`config.mk`:
```
export PLATFORM = sky130hd
export DESIGN_NAME = gm_fill_arbiter
export DESIGN_NICKNAME = d
export VERILOG_FILES = /design/src/rtl/gm_fill_arbiter.sv
export SDC_FILE = /design/constraint.sdc
export NUM_CORES = 1
export LEC_CHECK = 0
export BUFFER_PORTS_ARGS = -buffer_cell sky130_fd_sc_hd__buf_2
export CORE_MARGIN = 4
export CORE_UTILIZATION = 45
export DETAILED_ROUTE_END_ITERATION = 8
export GPL_TIMING_DRIVEN = 1
export PLACE_DENSITY = 0.84
export SYNTH_ARGS = -nofsm -noshare
export SYNTH_HDL_FRONTEND = slang
export SYNTH_SLANG_ARGS = --single-unit
```
`constraint.sdc`:
```
create_clock -name bus_clk_i -period 4.32 [get_ports bus_clk_i]
set_input_delay 0.216 -clock bus_clk_i [delete_from_list [all_inputs] [get_ports bus_clk_i]]
set_output_delay 0.216 -clock bus_clk_i [all_outputs]
set_load 0.05 [all_outputs]
```
`src/rtl/gm_fill_arbiter.sv`:
```
// gm_fill_arbiter: shares one graphics-memory port between CPU accesses and
// a hardware "fill whole memory with one character" engine.
// Optional feature macro: GM_CPU_PRIORITY_EN. When it is defined, the CPU
// preempts fill writes. When it is undefined, the fill owns the port until
// it completes.
module gm_fill_arbiter #(
  parameter int CELLS = 4800
) (
  input  logic        bus_clk_i,
  input  logic        rst_i,
  input  logic        cpu_en_i,
  input  logic        cpu_wren_i,
  input  logic [12:0] cpu_addr_i,
  input  logic [7:0]  cpu_wdata_i,
  output logic [7:0]  cpu_rdata_o,
  output logic        cpu_ack_o,
  input  logic        fill_start_i,
  input  logic [7:0]  fill_char_i,
  output logic        fill_busy_o,
  output logic        fill_done_o,
  output logic [12:0] gm_addr_o,
  output logic [7:0]  gm_wdata_o,
  output logic        gm_wren_o,
  input  logic [7:0]  gm_rdata_i
);

  localparam logic [12:0] NCELLS = 13'(CELLS);
  localparam logic [12:0] LAST   = 13'(CELLS - 1);

  typedef enum logic [1:0] {IDLE, FILL, DONE} state_t;

  state_t      state;
  logic [12:0] cnt;
  logic [7:0]  fchar;
  logic        grant;
  logic        fill_wr;
  logic        cpu_in_range;

`ifdef GM_CPU_PRIORITY_EN
  // CPU always wins; the fill simply loses that cycle
  assign grant = cpu_en_i;
`else
  // fill owns the port for its whole duration
  assign grant = cpu_en_i && (state != FILL);
`endif

  assign fill_wr      = (state == FILL) && !grant;
  assign cpu_in_range = (cpu_addr_i < NCELLS);
  assign cpu_rdata_o  = gm_rdata_i;

  // memory port mux: CPU grant, else fill write, else idle zeros
  always_comb begin
    gm_addr_o  = '0;
    gm_wdata_o = '0;
    gm_wren_o  = 1'b0;
    if (grant) begin
      // out-of-range CPU accesses are swallowed but still acknowledged
      if (cpu_in_range) begin
        gm_addr_o  = cpu_addr_i;
        gm_wren_o  = cpu_wren_i;
        gm_wdata_o = cpu_wren_i ? cpu_wdata_i : 8'h00;
      end
    end else if (fill_wr) begin
      gm_addr_o  = cnt;
      gm_wdata_o = fchar;
      gm_wren_o  = 1'b1;
    end
  end

  // fill FSM with registered ack/busy/done
  always_ff @(posedge bus_clk_i) begin
    if (rst_i) begin
      state       <= IDLE;
      cnt         <= '0;
      fchar       <= '0;
      cpu_ack_o   <= 1'b0;
      fill_busy_o <= 1'b0;
      fill_done_o <= 1'b0;
    end else begin
      cpu_ack_o <= grant;
      case (state)
        IDLE: begin
          if (fill_start_i) begin
            fchar       <= fill_char_i;
            cnt         <= '0;
            state       <= FILL;
            fill_busy_o <= 1'b1;
          end
        end
        FILL: begin
          // counter only moves on cycles that actually wrote
          if (fill_wr) begin
            if (cnt == LAST) begin
              state       <= DONE;
              fill_done_o <= 1'b1;
            end else begin
              cnt <= cnt + 13'd1;
            end
          end
        end
        DONE: begin
          state       <= IDLE;
          fill_done_o <= 1'b0;
          fill_busy_o <= 1'b0;
        end
        default: state <= IDLE;
      endcase
    end
  end

endmodule

```
==> results of run 1 <==
kinds of logic (layout without fill, tap and decap cells):
kind of cell / count (synthesis) / after routing
flip-flops: 26 / 26
buffers and inverters: 27 / 69
AO/OA/AOI/OAI: 61 / 61
AND/OR/NAND/NOR: 58 / 58
adder cells (fa/ha/maj): 1 / 1
multiplexers: 8 / 8
report_power, final:
| part | internal (uW) | leakage, uW | switching [uW] |
|---|---|---|---|
| registers | 247 | 0.000212 | 5.67 |
| clock network | 93.9 | 0.0000279 | 80.5 |
| logic | 38.7 | 0.000521 | 83.4 |
| total | 380 | 0.000761 | 170 |
worst max-delay path, delay by kind of cell (launching register included):
kind            cells  cell delay, ns
buf+inv             2            0.57
compound gates      2            0.76
flops               1            0.45
simple gates        2            0.36
cell type report:
cell class                 count  area [um2]  area share [%]
sequential                    26         520            28.6
inverter                       5        18.8            1.03
clock inverter                 1        30.0            1.65
timing repair buffer          60         305            16.7
clock buffer                   3        22.5            1.24
tap                           44        55.1            3.02
multi-input combinational    128         871            47.8
Yosys cell counts (all sizes together), types with 5 or more instances:
| master | number | share of area (%) |
|---|---|---|
| inv | 5 | 1.2 |
| a22o | 11 | 6.4 |
| nor2 | 14 | 3.4 |
| mux2i | 8 | 5.2 |
| clkbuf | 5 | 1.2 |
| nand2 | 11 | 2.7 |
| or3 | 5 | 2.0 |
| nand4 | 5 | 2.0 |
| dfxtp | 26 | 34 |
| buf | 17 | 6.6 |
| a311oi | 7 | 4.0 |
| a32o | 8 | 5.2 |
| a21oi | 9 | 2.9 |
| o21ai | 6 | 2.0 |
per-layer routing:
| metal | wire length [um] | up-vias |
|---|---|---|
| met4 | 41 | 0 |
| met3 | 322 | 2 |
| met5 | 0 | - |
| met1 | 1860 | 746 |
| met2 | 1990 | 86 |
| li1 | - | 779 |
flip-flops by register name, summed over array words and instances, names as in the netlist:
register	count
fill_done_o	1
fill_busy_o	1
state	2
cnt	13
cpu_ack_o	1
fchar	8
placed cells by master (no fill, tap or decap), types with 2 or more instances in the layout:
master / Yosys / layout
a211oi_1: 2 / 2
mux2i_1: 8 / 8
and3_1: 2 / 2
dfxtp_1: 26 / 26
o31ai_1: 3 / 3
and4_1: 2 / 2
buf_4: 8 / 2
or4_1: 2 / 2
a21oi_1: 9 / 9
a31oi_1: 3 / 3
a311oi_1: 7 / 7
o32ai_1: 2 / 2
nor3_1: 4 / 4
nor2_1: 14 / 13
a22o_1: 10 / 10
a21o_1: 2 / 2
nand3_1: 4 / 4
nor3b_1: 2 / 2
o21ai_0: 5 / 5
a32o_1: 8 / 8
a221oi_1: 2 / 2
or3_1: 5 / 5
clkbuf_4: 0 / 3
nand4_1: 5 / 5
buf_2: 6 / 58
nand2_1: 11 / 11
nand2b_1: 3 / 3
inv_1: 5 / 5
worst paths after layout:
check	to	slack (ns)	cells after the start	startpoint
worst max-delay path	gm_wdata_o[1]	1.63	6	state[1]
worst min-delay path	fchar[4]	0.11	3	fill_char_i[4]
worst max register to register	cnt[6]	2.32	5	state[0]
worst min register to register	fill_done_o	0.52	2	fill_done_o
metrics by stage:
stage	total power (uW)	worst slack [ns]
finish	549	1.63
global route	571	1.42
CTS	550	1.61
detailed placement	380	1.94
global placement	378	1.98
floorplan	364	2.06
==> impl_metrics.env, run 1 <==
export IMPL_clockBufferDepth=2
export IMPL_layout_worst_path_cycle_share_pct=62.3
export IMPL_grt_pass1_wl_um=6960
export IMPL_use_met1_pct=28.7
export IMPL_hp_class="in -> reg"
export IMPL_port_buffers=58
export IMPL_syn_num_nets=224
export IMPL_cp_data_arrival_time_ns=2.48
export IMPL_synth_cell_types=42
export IMPL_track_usage_pct=19.9
export IMPL_fin_nets=267
export IMPL_synth_compound_area_share_pct=30.5
export IMPL_fin_util_pct=57.8
export IMPL_placed_cell_area_mm2=0.00177
export IMPL_holdWs_ns=0.105
export IMPL_numCtsBuffers=3
export IMPL_period_minus_slack_ns=2.69
export IMPL_pwr_density_cell_mw_per_mm2=301
export IMPL_design_area_mm2=0.00182
export IMPL_root_buffer="clkbuf_4"
export IMPL_worstSetupEndpointType="output port"
export IMPL_ys_seq_area_share_pct=34.1
export IMPL_diodes=0
export IMPL_critical_path_max_stage_delay_ns=0.58
export IMPL_dieHeight_um=66.3
export IMPL_fillers=322
export IMPL_drive_above_1_share_pct=30.0
export IMPL_cp_max_fo=11
export IMPL_synthArstFlopShare_pct=0
export IMPL_top_usage_layer="met2"
export IMPL_start_util_pct=48.5
export IMPL_slew_viol_final=0
export IMPL_synth_edf_count=0
export IMPL_dieArea_mm2=0.00439
export IMPL_synth_cells=181
export IMPL_tightest_slew_ns=0.730
export IMPL_hold_buffers=0
export IMPL_grt_max_degree=31
export IMPL_yosys_warnings=0
export IMPL_finalWirelength_um=4220
export IMPL_finalSetupViolations=0
export IMPL_use_met3_pct=2.04
export IMPL_drt_pass1_iterations=4
export IMPL_syn_area_mm2=0.00153
export IMPL_status="finished clean"
export IMPL_dpl_hpwl_um=3050
export IMPL_drt_iter0_drc=120
export IMPL_die_width_um=66.3
export IMPL_cts_max_level=1
export IMPL_start_kind="register"
export IMPL_grt_util_met2_pct=30.1
export IMPL_post_cts_resize_count=0
export IMPL_irDropWorstVdd_v=0.000139
export IMPL_hold_violations=0
export IMPL_finClkSkew_ns=0.00631
export IMPL_ys_ff_latch=26
export IMPL_slowest_stage="a21oi_1"
export IMPL_route_detailed_drc=0
export IMPL_maxSlewHeadroom_pct=51.4
export IMPL_final_cells=267
export IMPL_grt_pass1_vias=1459
export IMPL_antenna_found_initial=0
export IMPL_clkTransAtPathRegs_ns=0.16
export IMPL_maxCapViolations=0
export IMPL_cp_data_required_time_ns=4.10
export IMPL_vias_per_cell=6.04
export IMPL_core_area_mm2=0.00315
export IMPL_p_leak_uw=0.000761
export IMPL_synth_xor_area_share_pct=0
export IMPL_synth_mux_area_share_pct=5.24
export IMPL_max_freq_ghz=0.371
export IMPL_ys_flop_type="dfxtp_1"
export IMPL_rsz0062_at_grt="no"
export IMPL_synth_top_family_by_area="compound AO/OA/AOI/OAI gates"
export IMPL_via_count=1613
export IMPL_top_level_ports=75
export IMPL_overflow=0
export IMPL_wl_per_cell_um=15.8
export IMPL_synth_adder_area_share_pct=0.819
export IMPL_ant_nets=0
export IMPL_row_count=20
export IMPL_synthSimpleGateAreaFrac_pct=20.2
export IMPL_dpl_cell_count=263
export IMPL_clk_latency_ns=0.33
export IMPL_cts_tree="yes"
export IMPL_area_growth_pct=19.3
export IMPL_avgSynthCellArea_um2=8.44
export IMPL_tns_ns=0
export IMPL_cts_sinks=26
export IMPL_crit_chain="nand2b_1 -> nand2_1 -> a21oi_1 -> buf_4 -> a32o_1 -> buf_2"
export IMPL_place_congestion=0.874
export IMPL_post_cts_buffers=0
export IMPL_criticalPathCategory="reg -> out"
(Power assumes the default switching activity.)
==> run 2, diff against run 1 <==
==> constraint.sdc (replaced) <==
create_clock -name bus_clk_i -period 2.5 [get_ports bus_clk_i]
set_input_delay 0.125 -clock bus_clk_i [delete_from_list [all_inputs] [get_ports bus_clk_i]]
set_output_delay 0.125 -clock bus_clk_i [all_outputs]
set_load 0.05 [all_outputs]
==> impl_metrics.env, run 2 (synthesized netlist as in run 1, its figures left out) <==
export IMPL_p_int_uw=660
export IMPL_top_regs="cnt (13), fchar (8), state (2)"
export IMPL_worstSetupEndpointType="output port"
export IMPL_place_congestion=0.891
export IMPL_antenna_found_initial=0
export IMPL_start_kind="register"
export IMPL_cp_max_fo=32
export IMPL_fillers=310
export IMPL_track_usage_pct=19.4
export IMPL_overflow=0
export IMPL_final_common_cell="buf_2"
export IMPL_irDropWorstVdd_v=0.000228
export IMPL_grt_max_degree=33
export IMPL_criticalPathCategory="reg -> out"
export IMPL_clkTransAtPathRegs_ns=0.14
export IMPL_core_area_mm2=0.00315
export IMPL_diodes=0
export IMPL_drt_iter0_drc=104
export IMPL_post_cts_resize_count=0
export IMPL_top_level_ports=75
export IMPL_pwr_density_cell_mw_per_mm2=512
export IMPL_grt_pass1_vias=1417
export IMPL_dpl_hpwl_um=3050
export IMPL_hp_class="in -> reg"
export IMPL_route_detailed_drc=0
export IMPL_period_minus_slack_ns=2.20
export IMPL_slew_viol_final=0
export IMPL_regMostFlops="cnt"
export IMPL_tightest_slew_ns=0.588
export IMPL_pwr_share_clk_pct=30.9
export IMPL_cp_data_required_time_ns=2.38
export IMPL_finalWirelength_um=4170
export IMPL_dieArea_mm2=0.00439
export IMPL_die_width_um=66.3
export IMPL_swShare_pct=30.1
export IMPL_via_count=1624
export IMPL_area_growth_pct=20.6
export IMPL_clockBufferDepth=2
export IMPL_hold_buffers=0
export IMPL_reg2reg_depth=5
export IMPL_layout_worst_path_cycle_share_pct=87.9
export IMPL_finClkSkew_ns=0.00241
export IMPL_port_buffers=58
export IMPL_max_freq_ghz=0.455
export IMPL_cts_sinks=26
export IMPL_hold_violations=0
export IMPL_combPwrFrac_pct=22.9
export IMPL_clk_latency_ns=0.32
export IMPL_holdWs_ns=0.0245
export IMPL_tns_ns=0
export IMPL_p_switching_uw=284
export IMPL_reg2reg_slack_ns=0.60
export IMPL_drt_pass1_iterations=5
export IMPL_drive_above_1_share_pct=30.4
export IMPL_finalPower_uw=945
export IMPL_p_seq_share_pct=46.2
export IMPL_wl_per_cell_um=15.5
export IMPL_maxCapViolations=0
export IMPL_maxSlewHeadroom_pct=60.6
export IMPL_numCtsBuffers=3
export IMPL_start_util_pct=48.5
export IMPL_cp_data_arrival_time_ns=2.07
export IMPL_rsz0062_at_grt="no"
export IMPL_vias_per_cell=6.06
export IMPL_status="finished clean"
export IMPL_final_cell_mix="58 x buf_2, 26 x dfxtp_1, 13 x nor2_1"
export IMPL_dieHeight_um=66.3
export IMPL_multi_input_area_um2=871
export IMPL_finalSetupViolations=0
export IMPL_cts_max_level=1
export IMPL_seqCellArea_um2=520
export IMPL_fin_nets=268
export IMPL_largest_register_ffs=13
export IMPL_p_leak_uw=0.000770
export IMPL_ant_nets=0
export IMPL_post_cts_buffers=0
export IMPL_cts_tree="yes"
export IMPL_hold_depth=3
export IMPL_root_buffer="clkbuf_4"
export IMPL_grt_pass1_wl_um=6760
export IMPL_row_count=20
==> run 2: cell count changes in the layout (fill, tap and decap cells not counted) <==
cell	delta
buf_12	+1
==> run 2: through the flow <==
stage	instance area, um2	utilization (%)	worst slack [ns]	instances
final	1840	58.5	0.302	268
after global routing	1840	58.5	0.0898	268
after CTS	1840	58.5	0.306	268
after detailed placement	1790	56.8	0.687	264
after global placement	1790	56.8	0.719	264
after floorplan	1530	-	0.327	181
==> run 2: metal layers <==
metal  track usage [%]  vias to the layer above  share of wire (%)
met4              7.36                        0                1.5
met3              3.40                        8                8.2
met1              27.0                      757                 43
met2              29.5                       78                 47
li1                  -                      781                  -
met5                 0                        -                  0
==> run 2: cell type report <==
type / count / share of cell area (%)
inverters: 5 / 1.02
clock buffers: 3 / 1.22
clock inverters: 1 / 1.63
well taps: 44 / 2.99
flip-flops and latches: 26 / 28.2
multi-input cells: 128 / 47.3
repair buffers: 61 / 17.7
==> run 2: worst paths after layout <==
path / start / end
setup reg to reg: cnt[0] / cnt[4]
hold / removal: fill_char_i[4] / fchar[4]
hold reg to reg: fill_done_o / fill_done_o
setup / recovery: state[0] / gm_addr_o[10]
==> run 2: power by group through the flow <==
stage	sequential [uW]	clock (uW)	combinational, uW
after global placement	446	0	212
after CTS	437	294	216
final	437	292	216
after global routing	439	313	233
after floorplan	449	0	179
after detailed placement	446	0	215
==> run 2: critical path, cell delays in order (launching register included) <==
cell and delay (ns):
dfxtp_1 0.49, inv_1 0.15, nor2_2 0.39, buf_12 0.24
nand2_1 0.08, o31ai_1 0.08, buf_2 0.30
==> run 3, diff against run 2 <==
==> constraint.sdc (replaced) <==
create_clock -name bus_clk_i -period 2.7 [get_ports bus_clk_i]
set_input_delay 0.135 -clock bus_clk_i [delete_from_list [all_inputs] [get_ports bus_clk_i]]
set_output_delay 0.135 -clock bus_clk_i [all_outputs]
set_load 0.05 [all_outputs]
==> impl_metrics.env, run 3 (synthesized netlist as in run 1, its figures left out) <==
export IMPL_place_congestion=0.892
export IMPL_swShare_pct=30.2
export IMPL_top_level_ports=75
export IMPL_start_kind="register"
export IMPL_cp_max_fo=32
export IMPL_slew_viol_final=0
export IMPL_hp_class="in -> reg"
export IMPL_hold_end="fchar[1]"
export IMPL_placed_cell_area_mm2=0.00179
export IMPL_finClkSkew_ns=0.00822
export IMPL_largest_register_ffs=13
export IMPL_reg2reg_depth=5
export IMPL_start_util_pct=48.5
export IMPL_dieHeight_um=66.3
export IMPL_p_int_uw=611
export IMPL_grt_pass1_vias=1444
export IMPL_antenna_found_initial=0
export IMPL_tns_ns=0
export IMPL_root_buffer="clkbuf_4"
export IMPL_reg2reg_slack_ns=0.82
export IMPL_drt_pass1_iterations=5
export IMPL_die_width_um=66.3
export IMPL_numCtsBuffers=3
export IMPL_finalWirelength_um=4180
export IMPL_pwr_share_clk_pct=31.0
export IMPL_clk_latency_ns=0.33
export IMPL_crit_reg2reg_capture="cnt[4]"
export IMPL_hold_violations=0
export IMPL_finalSetupViolations=0
export IMPL_drive_above_1_share_pct=30.4
export IMPL_worstSetupEndpointType="output port"
export IMPL_overflow=0
export IMPL_area_growth_pct=20.6
export IMPL_core_area_mm2=0.00315
export IMPL_criticalPathCategory="reg -> out"
export IMPL_post_cts_resize_count=0
export IMPL_rsz0062_at_grt="no"
export IMPL_wl_per_cell_um=15.6
export IMPL_ant_nets=0
export IMPL_fin_nets=268
export IMPL_cts_sinks=26
export IMPL_design_area_mm2=0.00184
export IMPL_dpl_hpwl_um=3040
export IMPL_p_seq_share_pct=46.2
export IMPL_regMostFlops="cnt"
export IMPL_combPwrFrac_pct=22.8
export IMPL_drt_iter0_drc=82
export IMPL_final_cell_mix="58 x buf_2, 26 x dfxtp_1, 13 x nor2_1"
export IMPL_pwr_density_cell_mw_per_mm2=475
export IMPL_grt_pass1_wl_um=6790
export IMPL_hold_depth=3
export IMPL_cp_data_required_time_ns=2.57
export IMPL_row_count=20
export IMPL_vias_per_cell=6.12
export IMPL_period_minus_slack_ns=2.18
export IMPL_maxCapViolations=0
export IMPL_cts_tree="yes"
export IMPL_max_freq_ghz=0.458
export IMPL_final_common_cell="buf_2"
export IMPL_p_leak_uw=0.000770
export IMPL_layout_worst_path_cycle_share_pct=80.9
export IMPL_top_regs="cnt (13), fchar (8), state (2)"
export IMPL_diodes=0
export IMPL_maxSlewHeadroom_pct=61.0
export IMPL_clkTransAtPathRegs_ns=0.14
export IMPL_min_delay_start="fill_char_i[1]"
export IMPL_irDropWorstVdd_v=0.000231
export IMPL_dieArea_mm2=0.00439
export IMPL_cts_max_level=1
export IMPL_track_usage_pct=19.3
export IMPL_tightest_slew_ns=0.583
export IMPL_grt_max_degree=33
export IMPL_regToRegStartpoint="cnt[0]"
export IMPL_post_cts_buffers=0
export IMPL_port_buffers=58
export IMPL_hold_buffers=0
export IMPL_status="finished clean"
export IMPL_p_switching_uw=265
export IMPL_via_count=1641
export IMPL_clockBufferDepth=2
export IMPL_cp_data_arrival_time_ns=2.05
export IMPL_route_detailed_drc=0
run 3: cell counts in the layout (fill, tap and decap cells not counted):
Identical to the previous run, type by type.
run 3: power groups by stage:
stage / logic [uW] / registers, uW / clock network (uW)
2_1_floorplan: 166 / 416 / 0
3_3_place_gp: 197 / 413 / 0
3_5_place_dp: 199 / 412 / 0
4_1_cts: 200 / 404 / 276
5_1_grt: 215 / 406 / 293
6_report: 200 / 404 / 272
run 3: layout make-up:
cell class,instances,area (um2)
clock buffer,3,22.5
clock inverter,1,30.0
fill,303,1310
inverter,5,18.8
multi-input combinational,128,871
sequential,26,520
tap,44,55.1
timing repair buffer,61,325
run 3: critical path: stages (launching register included):
cell and delay [ns]:
dfxtp_1 0.48, inv_1 0.15, nor2_2 0.40, buf_12 0.24, a22o_1 0.18, buf_2 0.27
run 3: worst max-delay path by stage:
stage              from       endpoint  slack (ns)  cells after the start
2_1_floorplan  state[0]  gm_addr_o[10]        0.52                      5
3_3_place_gp   state[0]  gm_addr_o[10]        0.91                      6
3_5_place_dp     cnt[0]         cnt[4]        0.87                      5
4_1_cts        state[0]  gm_addr_o[11]        0.51                      5
5_1_grt        state[0]  gm_addr_o[10]        0.31                      6
6_report       state[0]  gm_addr_o[11]        0.52                      5
run 3: metrics by stage:
stage          std cells  hold slack, ns  worst slack [ns]  utilization (%)  total power, uW
6_report             268          0.0352             0.517             58.5              876
5_1_grt              268          0.0190             0.307             58.5              915
4_1_cts              268          0.0298             0.514             58.5              880
3_5_place_dp         264           0.270             0.874             56.8              611
3_3_place_gp         264           0.270             0.911             56.8              609
2_1_floorplan        181           0.273             0.517                -              582
run 3: routing by layer:
| layer | GRT usage, % | part of all wire [%] | up-vias | routed length (um) |
|---|---|---|---|---|
| li1 | - | - | 791 | - |
| met1 | 26.7 | 42 | 747 | 1750 |
| met2 | 30.2 | 48 | 91 | 1990 |
| met3 | 2.55 | 8.1 | 12 | 338 |
| met4 | 7.36 | 2.2 | 0 | 93 |
| met5 | 0 | 0 | - | 0 |
